==> src/rtl/green_machine_pkg.sv <==
// Shared types and helpers for the GreenMachine board-interface logic.
// Holds the key FSM encoding and the ms-to-cycles conversion.
package green_machine_pkg;

  typedef enum logic [1:0] {
    KS_IDLE       = 2'd0,
    KS_PRESS_DB   = 2'd1,
    KS_PRESSED    = 2'd2,
    KS_RELEASE_DB = 2'd3
  } key_state_t;

  function automatic int ms_to_cycles(
    input int clk_hz,
    input int ms
  );
    return clk_hz / 1000 * ms;
  endfunction

endpackage

==> src/rtl/key_debounce_ctrl_if.sv <==
// Key pin in, conditioned level and event pulses out.
// master drives the pin and observes; slave is the debouncer.
interface key_debounce_ctrl_if;

  logic key_raw;
  logic key_level;
  logic press_pulse;
  logic release_pulse;
  logic long_pulse;
  logic key_long;

  modport master (
    output key_raw,
    input  key_level,
    input  press_pulse,
    input  release_pulse,
    input  long_pulse,
    input  key_long
  );

  modport slave (
    input  key_raw,
    output key_level,
    output press_pulse,
    output release_pulse,
    output long_pulse,
    output key_long
  );

endinterface

==> src/rtl/key_debounce_ctrl_sync.sv <==
// Two-flop synchroniser for an asynchronous single-bit input.
// Reset loads RST_VAL so the idle pin level is seen from reset.
module key_sync #(
  parameter logic RST_VAL = 1'b0
) (
  input  logic clk,
  input  logic rst,
  input  logic d,
  output logic q
);

  logic [1:0] ff;

  always_ff @(posedge clk or posedge rst) begin
    if (rst) begin
      ff <= {2{RST_VAL}};
    end else begin
      ff <= {ff[0], d};
    end
  end

  assign q = ff[1];

endmodule

==> src/rtl/key_debounce_ctrl.sv <==
// Push-button conditioner: sync, debounce, press/release/long events.
// Every output is a flop; release beats a coincident long threshold.
module key_debounce_ctrl
  import green_machine_pkg::*;
#(
  parameter int CLK_HZ      = 50_000_000,
  parameter int DEBOUNCE_MS = 20,
  parameter int LONG_MS     = 1000,
  parameter bit ACTIVE_LOW  = 1'b1
) (
  input logic clk_clk,
  input logic reset_reset,
  key_debounce_ctrl_if.slave kif
);

  localparam int DB_CYC   = ms_to_cycles(CLK_HZ, DEBOUNCE_MS);
  localparam int LONG_CYC = ms_to_cycles(CLK_HZ, LONG_MS);
  localparam int CW       = $clog2(LONG_CYC + 1);

  localparam logic [CW-1:0] DB_LAST   = CW'(DB_CYC - 1);
  localparam logic [CW-1:0] LONG_LAST = CW'(LONG_CYC - 1);
  localparam logic [CW-1:0] LONG_MAX  = CW'(LONG_CYC);

  localparam logic [1:0] S_IDLE = KS_IDLE;
  localparam logic [1:0] S_PDB  = KS_PRESS_DB;
  localparam logic [1:0] S_PRS  = KS_PRESSED;
  localparam logic [1:0] S_RDB  = KS_RELEASE_DB;

  if (DB_CYC < 1 || LONG_CYC <= DB_CYC) begin : g_bad_cfg
    $error("key_debounce_ctrl: need DB_CYC >= 1 and LONG_CYC > DB_CYC");
  end

  logic          key_s;
  logic          k;
  logic [1:0]    state;
  logic [1:0]    state_n;
  logic [CW-1:0] db_cnt;
  logic [CW-1:0] db_n;
  logic [CW-1:0] lcnt;
  logic [CW-1:0] lcnt_n;
  logic          level_q;
  logic          level_n;
  logic          press_q;
  logic          press_n;
  logic          rel_q;
  logic          rel_n;
  logic          long_q;
  logic          long_n;
  logic          klong_q;
  logic          klong_n;

  key_sync #(
    .RST_VAL (ACTIVE_LOW)
  ) u_sync (
    .clk (clk_clk),
    .rst (reset_reset),
    .d   (kif.key_raw),
    .q   (key_s)
  );

  assign k = key_s ^ ACTIVE_LOW;

  always_comb begin
    state_n = state;
    db_n    = db_cnt;
    level_n = level_q;
    press_n = 1'b0;
    rel_n   = 1'b0;
    unique case (state)
      S_IDLE: begin
        if (k) begin
          state_n = S_PDB;
          db_n    = '0;
        end
      end
      S_PDB: begin
        if (!k) begin
          state_n = S_IDLE;
        end else if (db_cnt == DB_LAST) begin
          state_n = S_PRS;
          level_n = 1'b1;
          press_n = 1'b1;
        end else begin
          db_n = db_cnt + 1'b1;
        end
      end
      S_PRS: begin
        if (!k) begin
          state_n = S_RDB;
          db_n    = '0;
        end
      end
      S_RDB: begin
        if (k) begin
          state_n = S_PRS;
        end else if (db_cnt == DB_LAST) begin
          state_n = S_IDLE;
          level_n = 1'b0;
          rel_n   = 1'b1;
        end else begin
          db_n = db_cnt + 1'b1;
        end
      end
      default: begin
        state_n = S_IDLE;
      end
    endcase
  end

  // Hold timer runs on the debounced level, so release debounce still counts.
  always_comb begin
    lcnt_n  = lcnt;
    long_n  = 1'b0;
    klong_n = klong_q;
    if (rel_n) begin
      lcnt_n  = '0;
      klong_n = 1'b0;
    end else if (!level_q) begin
      lcnt_n = '0;
    end else if (lcnt != LONG_MAX) begin
      lcnt_n = lcnt + 1'b1;
      if (lcnt == LONG_LAST) begin
        long_n  = 1'b1;
        klong_n = 1'b1;
      end
    end
  end

  always_ff @(posedge clk_clk or posedge reset_reset) begin
    if (reset_reset) begin
      state   <= S_IDLE;
      db_cnt  <= '0;
      lcnt    <= '0;
      level_q <= 1'b0;
      press_q <= 1'b0;
      rel_q   <= 1'b0;
      long_q  <= 1'b0;
      klong_q <= 1'b0;
    end else begin
      state   <= state_n;
      db_cnt  <= db_n;
      lcnt    <= lcnt_n;
      level_q <= level_n;
      press_q <= press_n;
      rel_q   <= rel_n;
      long_q  <= long_n;
      klong_q <= klong_n;
    end
  end

  assign kif.key_level     = level_q;
  assign kif.press_pulse   = press_q;
  assign kif.release_pulse = rel_q;
  assign kif.long_pulse    = long_q;
  assign kif.key_long      = klong_q;

endmodule

==> src/flat_wrapper.sv <==
// flat-port wrapper written by rule: the top's interface ports become plain ports
module key_debounce_ctrl_flat import green_machine_pkg::*;
#(
  parameter int CLK_HZ      = 50_000_000,
  parameter int DEBOUNCE_MS = 20,
  parameter int LONG_MS     = 1000,
  parameter bit ACTIVE_LOW  = 1'b1
)
  (clk_clk, reset_reset, kif_key_raw, kif_key_level, kif_press_pulse, kif_release_pulse, kif_long_pulse, kif_key_long);
  key_debounce_ctrl_if kif_i ();
  input logic clk_clk;
  input logic reset_reset;
  input wire logic [$bits(kif_i.key_raw)-1:0] kif_key_raw;
  output wire logic [$bits(kif_i.key_level)-1:0] kif_key_level;
  output wire logic [$bits(kif_i.press_pulse)-1:0] kif_press_pulse;
  output wire logic [$bits(kif_i.release_pulse)-1:0] kif_release_pulse;
  output wire logic [$bits(kif_i.long_pulse)-1:0] kif_long_pulse;
  output wire logic [$bits(kif_i.key_long)-1:0] kif_key_long;
  assign kif_i.key_raw = kif_key_raw;
  assign kif_key_level = kif_i.key_level;
  assign kif_press_pulse = kif_i.press_pulse;
  assign kif_release_pulse = kif_i.release_pulse;
  assign kif_long_pulse = kif_i.long_pulse;
  assign kif_key_long = kif_i.key_long;
  key_debounce_ctrl #(.CLK_HZ(CLK_HZ), .DEBOUNCE_MS(DEBOUNCE_MS), .LONG_MS(LONG_MS), .ACTIVE_LOW(ACTIVE_LOW)) u_core (.clk_clk(clk_clk), .reset_reset(reset_reset), .kif(kif_i));
endmodule
==> config.mk <==
export PLATFORM = sky130hd
export DESIGN_NAME = key_debounce_ctrl_flat
export DESIGN_NICKNAME = d
export VERILOG_FILES = /design/src/rtl/green_machine_pkg.sv /design/src/rtl/key_debounce_ctrl_if.sv /design/src/rtl/key_debounce_ctrl_sync.sv /design/src/rtl/key_debounce_ctrl.sv /design/src/flat_wrapper.sv
export SDC_FILE = /design/constraint.sdc
export NUM_CORES = 1
export LEC_CHECK = 0
export ABC_AREA = 1
export BUFFER_PORTS_ARGS = -buffer_cell sky130_fd_sc_hd__buf_2
export CAP_MARGIN = 40
export CORE_AREA = 2 2 60 118
export DETAILED_ROUTE_END_ITERATION = 12
export DIE_AREA = 0 0 62 120
export MAX_ROUTING_LAYER = met4
export PLACE_DENSITY = 0.8
export SYNTH_ARGS = -nofsm -noshare
export SYNTH_HDL_FRONTEND = slang
export SYNTH_SLANG_ARGS = --single-unit
==> constraint.sdc <==
create_clock -name clk_clk -period 2.3 [get_ports clk_clk]
set_input_delay 0.23 -clock clk_clk [delete_from_list [all_inputs] [get_ports clk_clk]]
set_output_delay 0.23 -clock clk_clk [all_outputs]
set_load 0.1 [all_outputs]
# [Word level (Yosys, flattened, before mapping)]
# Cells that the tools add are included.
[word_totals] in_bits=3 out_inout_bits=5 ff_bits=61
[classes] mux=34 n_eq_ne=15 reduce_logical=9 addsub=2
[op_table] cell="$mux 26" n=8
[op_table] cell="$pmux 26 s4" n=1
[op_table] cell="$add 26x1->26 const B" n=2
[op_table] cell="$eq 26x20->1 const B" n=1
[op_table] cell="$eq 26x26->1 const B" n=1
[op_table] cell="$ne 26x26->1 const B" n=1
[op_table] cell="$mux 1" n=17
[op_table] cell="$mux 2" n=6
[op_table] cell="$ne 2x2->1 const B" n=4
[op_table] cell="$pmux 2 s4" n=1
[op_table] cell="$reduce_and 4->1" n=2
[op_table] cell="$reduce_bool 2->1" n=4
[op_table] cell="$ne 3x2->1 const B" n=2
[op_table] cell="$reduce_and 5->1" n=1
[op_table] cell="$eq 2x2->1 const B" n=2
[op_table] cell="$ne 2x1->1 const B" n=2
[op_table] cell="$ne 3x3->1 const B" n=1
[op_table] cell="$reduce_and 3->1" n=1
[op_table] cell="$eq 2x1->1 const B" n=1
[op_table] cell="$logic_not 2->1" n=1
[op_table] cell="$pmux 1 s2" n=1

# [Longest topological paths before layout]
[logic_depth] depth_word=6 depth_mapped=11

# [Hierarchy]
# Synthesis repeated with hierarchy kept, for this count alone.
[unflattened] hier_cells=579 area_unflattened_um2=3993.8
[modules_own_cells] mod="key_debounce_ctrl" n_inst=1 cells_per_inst=576 area_each_um2=3937.5
[modules_own_cells] mod="key_sync" n_inst=1 cells_per_inst=3 area_each_um2=56.3

# [Worst setup path before layout]
# Ideal clock, no wire load.
[synth_timing] kind="reg2reg" from="register u_core.level_q, in the netlist u_core.kif.key_level" to="register u_core.lcnt[10]" path_stages_with_launch=5 setup_slack_ns=0.633 t_arrival_ns=1.596 path_buffers=2 setup_ns=0.071 cell_sequence="dfrtp_1 -> buf_1 -> nand2_2 -> buf_4 -> nor2_1"
[synth_between] elab_chain_len=2 word_cells_on_any_way=3 cone_classes="eq/ne (1); mux (2)"
[synth_lines] item="start, declared" line="key_debounce_ctrl.sv:41" source="logic level_q;"
[synth_lines] item="start signal, assigned" line="key_debounce_ctrl.sv:143" source="level_q <= level_n;"
[synth_lines] item="$mux 26" line="key_debounce_ctrl.sv:118" source="end else if (!level_q) begin"
[synth_lines] item="$mux 26" line="key_debounce_ctrl.sv:115" source="if (rel_n) begin"
[synth_lines] item="end signal, assigned" line="key_debounce_ctrl.sv:142" source="lcnt <= lcnt_n;"
[synth_lines] item="end, declared" line="key_debounce_ctrl.sv:39" source="logic [CW-1:0] lcnt;"
# Parallel ways exist; a longest one is shown, timed or not.
# A chain may end at the register's enable or synchronous reset.

# [Final worst setup path]
[layout_timing] from="register u_core.db_cnt[0]" to="register u_core.db_cnt[14]"
[layout_between] elab_chain_len=4 word_cells_on_any_way=6 cone_classes="add/sub (1); eq/ne (1); mux (4)"
[layout_lines] item="start, declared" line="key_debounce_ctrl.sv:37" source="logic [CW-1:0] db_cnt;"
[layout_lines] item="start signal, assigned" line="key_debounce_ctrl.sv:141" source="db_cnt <= db_n;"
[layout_lines] item="$add 26x1->26 or $eq 26x20->1 (tied branches)"
[layout_lines] item="$mux 26 (*)" line="key_debounce_ctrl.sv:79, key_debounce_ctrl.sv:96"
[layout_lines] item="$mux 26 (on tied branches)" line="key_debounce_ctrl.sv:94, key_debounce_ctrl.sv:77"
[layout_lines] item="$pmux 26 s4 (*)" line="key_debounce_ctrl.sv:69" source="unique case (state)"
# Every way passes the cells marked *; elsewhere a longest branch is shown, timed or not. The select of a mux whose other input is x is not followed.

==> impl_metrics.tcl <==
set metrics [dict create \
    fin_crit_sh_pct 92.0 \
    critPathMaxFanout 28 \
    core_area_sq_um 6570 \
    syn_area_sq_um 3770 \
    cp.required_ns 2.54 \
    synth_edf_count 0 \
    cts_buffers 9 \
    rrSetupSlack_ns 0.18 \
    nets 587 \
    synth_nets 573 \
    postCtsSetupBuffers 0 \
    insertion_delay_ns 0.34 \
    worstSetupPathType "flop to flop" \
    synth_warnings 0 \
    cts-root-buf "clkbuf_16" \
    antenna_found_initial 0 \
    syn_to_final_growth_pct 12.3 \
    hold_viol 0 \
    synth_cells 567 \
    num_rows 42 \
    clockBufferDepth 2 \
    fin_skew_ns 0.00670 \
    fill_cells 617 \
    fin_setup_tns_ns 0 \
    avgSynthCellArea_sq_um 6.65 \
    hpwlAfterDp_um 7420 \
    gr-usage-all-layers_pct 31.4 \
    drive_gt1_share_pct 7.34 \
    synthFlopType "dfrtp_1" \
    die_h_um 120 \
    io_pins 8 \
    drtPass1Iterations 4 \
    rsz0062_at_grt "no" \
    die_x_um 62 \
    synthTopCellsByArea "dfrtp_1 (39%), nand2_1 (19%), nor2_1 (11%)" \
    status "complete, no violations" \
    ys_seq_area_share_pct 40.6 \
    fin_crit_ns 2.12 \
    netlist-cell-type-count 27 \
    cts_htree_levels 3 \
    hp-class "input port to asynchronous set/reset pin" \
    worstPathArrival_ns 2.36 \
    gp_congestion 1.00 \
    dpl-instance-area_sq_um 3890 \
    setup_viol 0 \
    start_util_pct 57.4 \
    drcViolationCount 0 \
    vdd_drop_max_v 0.000461 \
    leakage_uw 0.00198 \
    ys_async_sr_fraction_pct 100 \
    die_area_sq_um 7440 \
    worst_slew_pin_slew_ns 0.776 \
    drv_slew 0 \
    vias 3683 \
    fmax_mhz 472 \
    wl_um 10400 \
    n_antenna_cell 0 \
    grt_pass1_wl_um 16500 \
    ys_top_cells_by_count "nand2_1 (190), nor2_1 (110), inv_1 (65)" \
    initialDrtViolationCount 270 \
    synth_top_area_share_pct 39.2 \
    end_kind "flop" \
    cp-start-kind "flop" \
    avgRoutedWirePerCell_um 15.4 \
    register_area_sq_um 1530 \
    drv_cap 0 \
    cts_tree "done" \
    gr-total-overflow 0 \
    synth.most_common_cell "nand2_1" \
    postLayoutCellArea_sq_um 4230 \
    multi_input_area_sq_um 1940 \
    maxSlewHeadroom_pct 48.3 \
    io_buffers 7 \
    totalPowerFinal_uw 2640 \
    ant_nets 0 \
    cts.sinks 61 \
    grt_pass1_vias 3587 \
    synth_seq_cells 61 \
    viasPerCell 5.46 \
    path_clk_slew_ns 0.06 \
    grt_max_degree 62 \
    yosys.area.top_type "dfrtp_1" \
    p_per_area_nw_per_um2 623 \
]
-- worst max-delay path, stage by stage (launching register included) --
cell and delay [ns]:
dfrtp_1 0.43, ha_1 0.31, nand3_2 0.16, nor2_1 0.06, nand2_1 0.07, nor2_2 0.07
nor2_4 0.37, clkinv_4 0.29, o21ai_0 0.24
-- path summary, 6_finish.rpt --
path / from / to / depth (start not counted)
setup / recovery: u_core.db_cnt[0]$_DFFE_PP0P_ / u_core.db_cnt[14]$_DFFE_PP0P_ / 8
hold / removal: reset_reset / u_core.db_cnt[25]$_DFFE_PP0P_ / 3
setup reg to reg: u_core.db_cnt[0]$_DFFE_PP0P_ / u_core.db_cnt[14]$_DFFE_PP0P_ / 8
hold reg to reg: u_core.u_sync.ff[0]$_DFF_PP1_ / u_core.u_sync.ff[1]$_DFF_PP1_ / 0
max in group asynchronous: reset_reset / u_core.db_cnt[17]$_DFFE_PP0P_ / 3
min in group clk_clk: u_core.u_sync.ff[0]$_DFF_PP1_ / u_core.u_sync.ff[1]$_DFF_PP1_ / 0
-- cell families after synthesis --
group	count (synthesis)	synth area share, %
buffers and inverters	76	8.20
xor gates and xnor gates	16	3.72
and+or+nand+nor	395	44.2
adders and majority gates	3	0.996
DFF	61	40.6
AOI/OAI and AO/OA	16	2.32
-- repair_timing --
item	in CTS	in global routing
hold endpoints to repair	1	0
resized for setup	0	1
setup endpoints to repair	1	2
hold buffers	1	0
pin swaps	1	0
gates cloned	1	0
-- through the flow --
step	util [%]	std cells	hold WS, ns	worst slack, ns
after floorplan	-	567	0.234	0.560
after global placement	59.2	656	0.335	0.111
after detailed placement	59.2	656	0.337	0.0181
after CTS	64.4	674	0.140	0.151
after global routing	64.5	674	0.186	0.0364
final	64.5	674	0.0948	0.183
-- registers in the layout (all words and copies together) (netlist names), named ones only --
register,cells
u_core.lcnt,26
u_core.u_sync.ff,2
u_core.kif.long_pulse,1
u_core.db_cnt,26
u_core.kif.key_level,1
u_core.kif.release_pulse,1
u_core.state,1
u_core.kif.press_pulse,1
u_core.kif.key_long,1
-- report_power, final --
group / switching [uW] / leakage (uW) / internal, uW
Clock: 518 / 0.000156 / 953
Sequential: 11.1 / 0.000841 / 1080
Combinational: 57.1 / 0.000978 / 15.4
-- cells in the final DEF, fill, tap and decap left out --
cell type / instances
inv_1: 64
xnor2_1: 4
dfstp_2: 2
o21ai_1: 3
clkinvlp_4: 1
clkinv_4: 3
nor2_4: 2
buf_2: 7
nor2_2: 4
nor3_1: 10
nand2_4: 1
nand4_1: 25
o21bai_1: 3
o21ai_0: 9
nor2_1: 110
clkinv_2: 1
nand3_2: 1
nand2_1: 190
nand3b_1: 1
inv_6: 1
nand3_1: 48
dfrtp_1: 59
bufinv_16: 2
a21oi_1: 1
buf_4: 4
nor3_2: 1
clkbuf_16: 9
dlygate4sd3_1: 1
ha_1: 3
or2_2: 3
xor2_1: 12
inv_2: 1
-- cell type report --
class / instances / area share [%]
multi-input cells: 431 / 45.9
flip-flops and latches: 61 / 36.1
inverters: 66 / 5.97
clock buffers: 9 / 5.32
well taps: 88 / 2.60
clock inverters: 7 / 2.33
repair buffers: 12 / 1.77
-- per-layer routing --
layer / wire length (um) / global-route usage (%) / vias up
li1: - / - / 1806
met1: 3640 / 28.9 / 1707
met4: 693 / 21.1 / 0
met2: 5690 / 53.6 / 116
met5: 0 / - / -
met3: 368 / 6.90 / 54
(Power assumes the default switching activity.)
